`config.mk`:
```
export PLATFORM = sky130hd
export DESIGN_NAME = rom_rd_arbiter_flat
export DESIGN_NICKNAME = d
export VERILOG_FILES = /design/src/rtl/rom_arb_pkg.sv /design/src/rtl/rom_rd_arbiter_if.sv /design/src/rtl/rr_arb2.sv /design/src/rtl/rom_rd_arbiter.sv /design/src/flat_wrapper.sv
export SDC_FILE = /design/constraint.sdc
export NUM_CORES = 1
export LEC_CHECK = 0
export CAP_MARGIN = 10
export CORE_ASPECT_RATIO = 2
export CORE_MARGIN = 2
export CORE_UTILIZATION = 33
export CTS_CLUSTER_DIAMETER = 40
export CTS_CLUSTER_SIZE = 30
export DETAILED_ROUTE_END_ITERATION = 10
export GPL_ROUTABILITY_DRIVEN = 0
export PLACE_DENSITY = 0.79
export SLEW_MARGIN = 20
export SYNTH_ARGS = -nofsm -noshare
export SYNTH_HDL_FRONTEND = slang
export SYNTH_SLANG_ARGS = --single-unit
```
`constraint.sdc`:
```
create_clock -name clk -period 2.6 [get_ports clk]
set_input_delay 0.52 -clock clk [delete_from_list [all_inputs] [get_ports clk]]
set_output_delay 0.52 -clock clk [all_outputs]
set_load 0.1 [all_outputs]
```
`src/rtl/rom_arb_pkg.sv`:
```
// Shared types and constants for the two-master ROM read arbiter.
package rom_arb_pkg;

  typedef enum logic [1:0] {
    StIdle,
    StAr,
    StR
  } arb_state_e;

  // Width of the master-index field prepended to the master ID on the slave side.
  localparam int unsigned MST_IDX_BITS = 4;

  localparam logic [1:0] AXI_RESP_OKAY   = 2'b00;
  localparam logic [1:0] AXI_RESP_EXOKAY = 2'b01;
  localparam logic [1:0] AXI_RESP_SLVERR = 2'b10;
  localparam logic [1:0] AXI_RESP_DECERR = 2'b11;

endpackage

```
`src/rtl/rom_rd_arbiter_if.sv`:
```
// AXI read-channel bundle: AR/R handshakes per port, R payload shared across ports.
interface rom_rd_arbiter_if #(
  parameter int unsigned NumPorts = 1,
  parameter int unsigned IdBits   = 4,
  parameter int unsigned AddrBits = 32,
  parameter int unsigned DataBits = 32,
  parameter int unsigned LenBits  = 4
);
  logic [NumPorts-1:0]               arvalid;
  logic [NumPorts-1:0]               arready;
  logic [NumPorts-1:0][IdBits-1:0]   arid;
  logic [NumPorts-1:0][AddrBits-1:0] araddr;
  logic [NumPorts-1:0][LenBits-1:0]  arlen;
  logic [NumPorts-1:0]               rvalid;
  logic [NumPorts-1:0]               rready;
  logic [IdBits-1:0]                 rid;
  logic [DataBits-1:0]               rdata;
  logic [1:0]                        rresp;
  logic                              rlast;

  modport master (
    output arvalid, arid, araddr, arlen, rready,
    input  arready, rvalid, rid, rdata, rresp, rlast
  );

  modport slave (
    input  arvalid, arid, araddr, arlen, rready,
    output arready, rvalid, rid, rdata, rresp, rlast
  );
endinterface

```
`src/rtl/rr_arb2.sv`:
```
// Two-way combinational arbiter: sole requester wins, prio breaks a tie.
module rr_arb2 (
  input  logic [1:0] req_i,
  input  logic       prio_i,
  output logic [1:0] gnt_o,
  output logic       idx_o
);
  always_comb begin
    if (req_i == 2'b11) begin
      gnt_o = prio_i ? 2'b10 : 2'b01;
    end else begin
      gnt_o = req_i;
    end
    idx_o = gnt_o[1];
  end
endmodule

```
`src/rtl/rom_rd_arbiter.sv`:
```
// Two-master AXI read arbiter in front of the ROM slave; one burst outstanding at a time,
// round-robin between instruction fetch (master 0) and data (master 1).
module rom_rd_arbiter
  import rom_arb_pkg::*;
#(
  parameter int unsigned ID_BITS   = 4,
  parameter int unsigned IDS_BITS  = 8,
  parameter int unsigned ADDR_BITS = 32,
  parameter int unsigned DATA_BITS = 32,
  parameter int unsigned LEN_BITS  = 4
) (
  input  logic             clk,
  input  logic             rst,
  rom_rd_arbiter_if.slave  m_io,
  rom_rd_arbiter_if.master s_io,
  output logic             rid_err_o
);

  arb_state_e           state_q, state_d;
  logic                 grant_q, grant_d;
  logic                 prio_q, prio_d;
  logic                 rid_err_q, rid_err_d;
  logic [ID_BITS-1:0]   id_q, id_d;
  logic [ADDR_BITS-1:0] addr_q, addr_d;
  logic [LEN_BITS-1:0]  len_q, len_d;
  logic [1:0]           gnt;
  logic                 gnt_idx;
  logic                 r_hs;

  rr_arb2 u_rr_arb2 (
    .req_i (m_io.arvalid),
    .prio_i(prio_q),
    .gnt_o (gnt),
    .idx_o (gnt_idx)
  );

  always_comb begin
    state_d      = state_q;
    grant_d      = grant_q;
    prio_d       = prio_q;
    rid_err_d    = rid_err_q;
    id_d         = id_q;
    addr_d       = addr_q;
    len_d        = len_q;
    r_hs         = 1'b0;
    m_io.arready = 2'b00;
    m_io.rvalid  = 2'b00;
    m_io.rid     = '0;
    m_io.rdata   = {DATA_BITS{1'b0}};
    m_io.rresp   = AXI_RESP_OKAY;
    m_io.rlast   = 1'b0;
    s_io.arvalid = 1'b0;
    s_io.arid    = {MST_IDX_BITS'(grant_q), id_q};
    s_io.araddr  = addr_q;
    s_io.arlen   = len_q;
    s_io.rready  = 1'b0;

    unique case (state_q)
      StIdle: begin
        // Gated by rst so ready drops immediately while reset is held.
        m_io.arready = gnt & {2{~rst}};
        if (gnt != 2'b00) begin
          grant_d = gnt_idx;
          id_d    = m_io.arid[gnt_idx];
          addr_d  = m_io.araddr[gnt_idx];
          len_d   = m_io.arlen[gnt_idx];
          state_d = StAr;
        end
      end
      StAr: begin
        s_io.arvalid = 1'b1;
        if (s_io.arready[0]) begin
          state_d = StR;
        end
      end
      StR: begin
        s_io.rready          = m_io.rready[grant_q];
        m_io.rvalid[grant_q] = s_io.rvalid[0];
        m_io.rid             = s_io.rid[ID_BITS-1:0];
        m_io.rdata           = s_io.rdata;
        m_io.rresp           = s_io.rresp;
        m_io.rlast           = s_io.rlast;
        r_hs                 = s_io.rvalid[0] & m_io.rready[grant_q];
        if (r_hs) begin
          if (s_io.rid[IDS_BITS-1:ID_BITS] != MST_IDX_BITS'(grant_q)) begin
            rid_err_d = 1'b1;
          end
          if (s_io.rlast) begin
            state_d = StIdle;
            prio_d  = ~grant_q;
          end
        end
      end
      default: state_d = StIdle;
    endcase
  end

  always_ff @(posedge clk or posedge rst) begin
    if (rst) begin
      state_q   <= StIdle;
      grant_q   <= 1'b0;
      prio_q    <= 1'b0;
      rid_err_q <= 1'b0;
      id_q      <= '0;
      addr_q    <= '0;
      len_q     <= '0;
    end else begin
      state_q   <= state_d;
      grant_q   <= grant_d;
      prio_q    <= prio_d;
      rid_err_q <= rid_err_d;
      id_q      <= id_d;
      addr_q    <= addr_d;
      len_q     <= len_d;
    end
  end

  assign rid_err_o = rid_err_q;

endmodule

```
`src/flat_wrapper.sv`:
```
// flat-port wrapper written by rule: the top's interface ports become plain ports
module rom_rd_arbiter_flat import rom_arb_pkg::*;
#(
  parameter int unsigned ID_BITS   = 4,
  parameter int unsigned IDS_BITS  = 8,
  parameter int unsigned ADDR_BITS = 32,
  parameter int unsigned DATA_BITS = 32,
  parameter int unsigned LEN_BITS  = 4
)
  (clk, rst, rid_err_o, m_io_arvalid, m_io_arid, m_io_araddr, m_io_arlen, m_io_rready, m_io_arready, m_io_rvalid, m_io_rid, m_io_rdata, m_io_rresp, m_io_rlast, s_io_arvalid, s_io_arid, s_io_araddr, s_io_arlen, s_io_rready, s_io_arready, s_io_rvalid, s_io_rid, s_io_rdata, s_io_rresp, s_io_rlast);
  rom_rd_arbiter_if #(.NumPorts(2), .IdBits(4), .AddrBits(32), .DataBits(32), .LenBits(4)) m_io_i ();
  rom_rd_arbiter_if #(.NumPorts(1), .IdBits(8), .AddrBits(32), .DataBits(32), .LenBits(4)) s_io_i ();
  input  logic clk;
  input  logic rst;
  output logic rid_err_o;
  input wire logic [$bits(m_io_i.arvalid)-1:0] m_io_arvalid;
  input wire logic [$bits(m_io_i.arid)-1:0] m_io_arid;
  input wire logic [$bits(m_io_i.araddr)-1:0] m_io_araddr;
  input wire logic [$bits(m_io_i.arlen)-1:0] m_io_arlen;
  input wire logic [$bits(m_io_i.rready)-1:0] m_io_rready;
  output wire logic [$bits(m_io_i.arready)-1:0] m_io_arready;
  output wire logic [$bits(m_io_i.rvalid)-1:0] m_io_rvalid;
  output wire logic [$bits(m_io_i.rid)-1:0] m_io_rid;
  output wire logic [$bits(m_io_i.rdata)-1:0] m_io_rdata;
  output wire logic [$bits(m_io_i.rresp)-1:0] m_io_rresp;
  output wire logic [$bits(m_io_i.rlast)-1:0] m_io_rlast;
  output wire logic [$bits(s_io_i.arvalid)-1:0] s_io_arvalid;
  output wire logic [$bits(s_io_i.arid)-1:0] s_io_arid;
  output wire logic [$bits(s_io_i.araddr)-1:0] s_io_araddr;
  output wire logic [$bits(s_io_i.arlen)-1:0] s_io_arlen;
  output wire logic [$bits(s_io_i.rready)-1:0] s_io_rready;
  input wire logic [$bits(s_io_i.arready)-1:0] s_io_arready;
  input wire logic [$bits(s_io_i.rvalid)-1:0] s_io_rvalid;
  input wire logic [$bits(s_io_i.rid)-1:0] s_io_rid;
  input wire logic [$bits(s_io_i.rdata)-1:0] s_io_rdata;
  input wire logic [$bits(s_io_i.rresp)-1:0] s_io_rresp;
  input wire logic [$bits(s_io_i.rlast)-1:0] s_io_rlast;
  assign m_io_i.arvalid = m_io_arvalid;
  assign m_io_i.arid = m_io_arid;
  assign m_io_i.araddr = m_io_araddr;
  assign m_io_i.arlen = m_io_arlen;
  assign m_io_i.rready = m_io_rready;
  assign m_io_arready = m_io_i.arready;
  assign m_io_rvalid = m_io_i.rvalid;
  assign m_io_rid = m_io_i.rid;
  assign m_io_rdata = m_io_i.rdata;
  assign m_io_rresp = m_io_i.rresp;
  assign m_io_rlast = m_io_i.rlast;
  assign s_io_arvalid = s_io_i.arvalid;
  assign s_io_arid = s_io_i.arid;
  assign s_io_araddr = s_io_i.araddr;
  assign s_io_arlen = s_io_i.arlen;
  assign s_io_rready = s_io_i.rready;
  assign s_io_i.arready = s_io_arready;
  assign s_io_i.rvalid = s_io_rvalid;
  assign s_io_i.rid = s_io_rid;
  assign s_io_i.rdata = s_io_rdata;
  assign s_io_i.rresp = s_io_rresp;
  assign s_io_i.rlast = s_io_rlast;
  rom_rd_arbiter #(.ID_BITS(ID_BITS), .IDS_BITS(IDS_BITS), .ADDR_BITS(ADDR_BITS), .DATA_BITS(DATA_BITS), .LEN_BITS(LEN_BITS)) u_core (.clk(clk), .rst(rst), .m_io(m_io_i), .s_io(s_io_i), .rid_err_o(rid_err_o));
endmodule
```
==> flow_metrics.env <==
export IMPL_worst_pin_slew_ps=577
export IMPL_diodes=0
export IMPL_min_period_over_period_pct=82.8
export IMPL_die_area_um2=8750
export IMPL_crit_arrival_ps=1630
export IMPL_portBuffers=217
export IMPL_drt_iter0_drc=374
export IMPL_hold_viol=0
export IMPL_routedWlPerCell_um=18.0
export IMPL_clk_latency_ps=290
export IMPL_die_h_um=130
export IMPL_end_kind="output pin"
export IMPL_cts_buffers=5
export IMPL_tns_ps=0
export IMPL_drive_gt1_share_pct=22.2
export IMPL_required_ps=2080
export IMPL_num_rows=46
export IMPL_maxCapViolCount=0
export IMPL_ir_drop_mv=0.971
export IMPL_yosys_cell_types_count=30
export IMPL_drc=0
export IMPL_postLayoutCoreUtil_pct=67.9
export IMPL_seqPwrFrac_pct=16.2
export IMPL_netlist_area_um2=2630
export IMPL_cp_slowest_stage_delay_ps=560
export IMPL_final_cell_mix="clkdlybuf4s50_1 (129), buf_4 (51), buf_12 (45), dfrtp_1 (45)"
export IMPL_routed_via_density=5.44
export IMPL_htreeDepth=2
export IMPL_hold_path_class="reg -> reg"
export IMPL_slew_violations=0
export IMPL_grt_pass1_vias=3281
export IMPL_setup_violations=0
export IMPL_die_w_um=67.1
export IMPL_crit_type="reg -> out"
export IMPL_cts_resized=0
export IMPL_p_switching_uw=5040
export IMPL_final_common_cell="clkdlybuf4s50_1"
export IMPL_synth_yosys_seq_area_share_pct=42.8
export IMPL_syn_to_final_growth_pct=102
export IMPL_antenna_found_initial=0
export IMPL_hpwlAfterDp_mm=8.02
export IMPL_track_usage_pct=25.2
export IMPL_synth_ff_type="dfrtp_1"
export IMPL_worst_slack_ps=447
export IMPL_pwr_share_clk_pct=9.1
export IMPL_cts_root_buffer="clkbuf_16"
export IMPL_tritoncts="yes"
export IMPL_pwr_share_comb_pct=74.7
export IMPL_grt_pass1_wl_mm=16.9
export IMPL_crit_path_max_fanout=7
export IMPL_fmax_mhz=465
export IMPL_path_cells="mux2_2, and2_1, buf_12"
export IMPL_power_leakage_uw=0.00215
export IMPL_clkSlewWorstSetupHoldPaths_ps=70
export IMPL_dp_slack_ps=445
export IMPL_syn_area_per_cell_um2=8.38
export IMPL_overflow=0
export IMPL_ctsHoldBuffers=0
export IMPL_intPower_uw=3020
export IMPL_critPathSlowestCell="dfrtp_1"
export IMPL_outcome="completed"
export IMPL_start_kind="flop"
export IMPL_synth_edf_count=0
export IMPL_start_util_pct=33.6
export IMPL_vias=3291
export IMPL_dp_cells=597
export IMPL_nNetsFinal=639
export IMPL_layout_cells_non_filler=605
export IMPL_post_cts_buffers=0
export IMPL_async_reset_ff_share_pct=100
export IMPL_yosys_warnings=0
export IMPL_wl_mm=10.9
export IMPL_skew_ps=4.92
export IMPL_power_density_nw_per_um2=1520
export IMPL_yosys_register_bits=45
export IMPL_slew_headroom_pct=61.5
export IMPL_rsz0062_at_grt="no"
export IMPL_netlist_instances=314
export IMPL_antenna_left=0
export IMPL_swShare_pct=62.5
export IMPL_clock_path_buffers=2
export IMPL_numClockSinks=45
export IMPL_finalCriticalPeriod_ps=2150
export IMPL_drtPass1Iterations=6
export IMPL_top_level_ports=221
export IMPL_grt_max_degree=46
export IMPL_core_area_um2=7830
## layer usage
layer | routed length (µm) | vias to the layer above | global-route usage (%)
met2 | 5340 | 226 | 41.8
met4 | 248 | 0 | 8.16
met3 | 1380 | 20 | 9.14
li1 | - | 1511 | -
met5 | 0 | - | 0
met1 | 3920 | 1534 | 29.9
## worst max-delay path: cells and delay by family (launching register included)
kind	cells	cell delay, ps
buffers and inverters	1	170
AND/OR/NAND/NOR	1	180
multiplexers	1	430
flip-flops	1	560
## sequential cells by signal, indices dropped and copies added (netlist names)
signal / count
u_core.grant_q: 1
u_core.id_q: 4
u_core.prio_q: 1
u_core.rid_err_o: 1
u_core.s_io.araddr: 32
u_core.s_io.arlen: 4
u_core.state_q: 2
## worst paths after layout
path / start / endpoint / slack (ps) / depth (start not counted)
worst max-delay path: u_core.grant_q / s_io_rready / 450 / 3
worst min-delay path: u_core.rid_err_o / u_core.rid_err_o / 500 / 1
worst max register to register: u_core.state_q[1] / u_core.s_io.araddr[19] / 950 / 3
worst min register to register: u_core.rid_err_o / u_core.rid_err_o / 500 / 1
max in group asynchronous: rst / u_core.s_io.araddr[31] / 1400 / 3
min in group asynchronous: rst / u_core.s_io.araddr[13] / 820 / 3
## synth_stat cells, types with 2 or more instances
library cell   n  area share, %
nand2b_1       2           0.48
nor2b_1        2           0.48
dfrtp_1       45             43
buf_6          6            2.6
nor2_1         2           0.29
and2_1        40            9.5
clkbuf_1      30            4.3
nand2_1        2           0.29
nand3_1       41            7.8
inv_1          4           0.57
a31oi_1       39            9.3
o21ai_0       41            7.8
buf_4          4            1.1
a21oi_1       40            7.6
## power by group through the flow
stage / clock [µW] / combinational (µW) / sequential, µW
6_report: 734 / 6020 / 1300
3_5_place_dp: 0 / 6050 / 1300
5_1_grt: 771 / 6230 / 1350
4_1_cts: 751 / 6050 / 1300
3_3_place_gp: 0 / 6000 / 1290
2_1_floorplan: 0 / 2120 / 3560
## kinds of logic after synthesis
kind of cell / Yosys count / synth area share, %
AO/OA/AOI/OAI: 125 / 26.7
XOR/XNOR: 1 / 0.333
buffers and inverters: 45 / 8.75
flip-flops: 45 / 42.8
multiplexers: 2 / 0.808
other: 1 / 0.143
AND/OR/NAND/NOR: 95 / 20.5
## stage by stage
stage          area [µm²]  power, µW  hold slack (ps)
2_1_floorplan        2650       5680              529
3_3_place_gp         5140       7280              469
3_5_place_dp         5140       7350              501
4_1_cts              5310       8100              514
5_1_grt              5310       8350              522
6_report             5310       8060              496
## cell type report
cell class / instances / area (µm²)
tap: 96 / 120
inverter: 4 / 18.8
multi-input combinational: 226 / 1300
sequential: 45 / 1130
clock buffer: 5 / 125
fill: 653 / 2510
clock inverter: 3 / 46.3
timing repair buffer: 226 / 2580
Note: power is estimated with default switching activity, not from simulation.
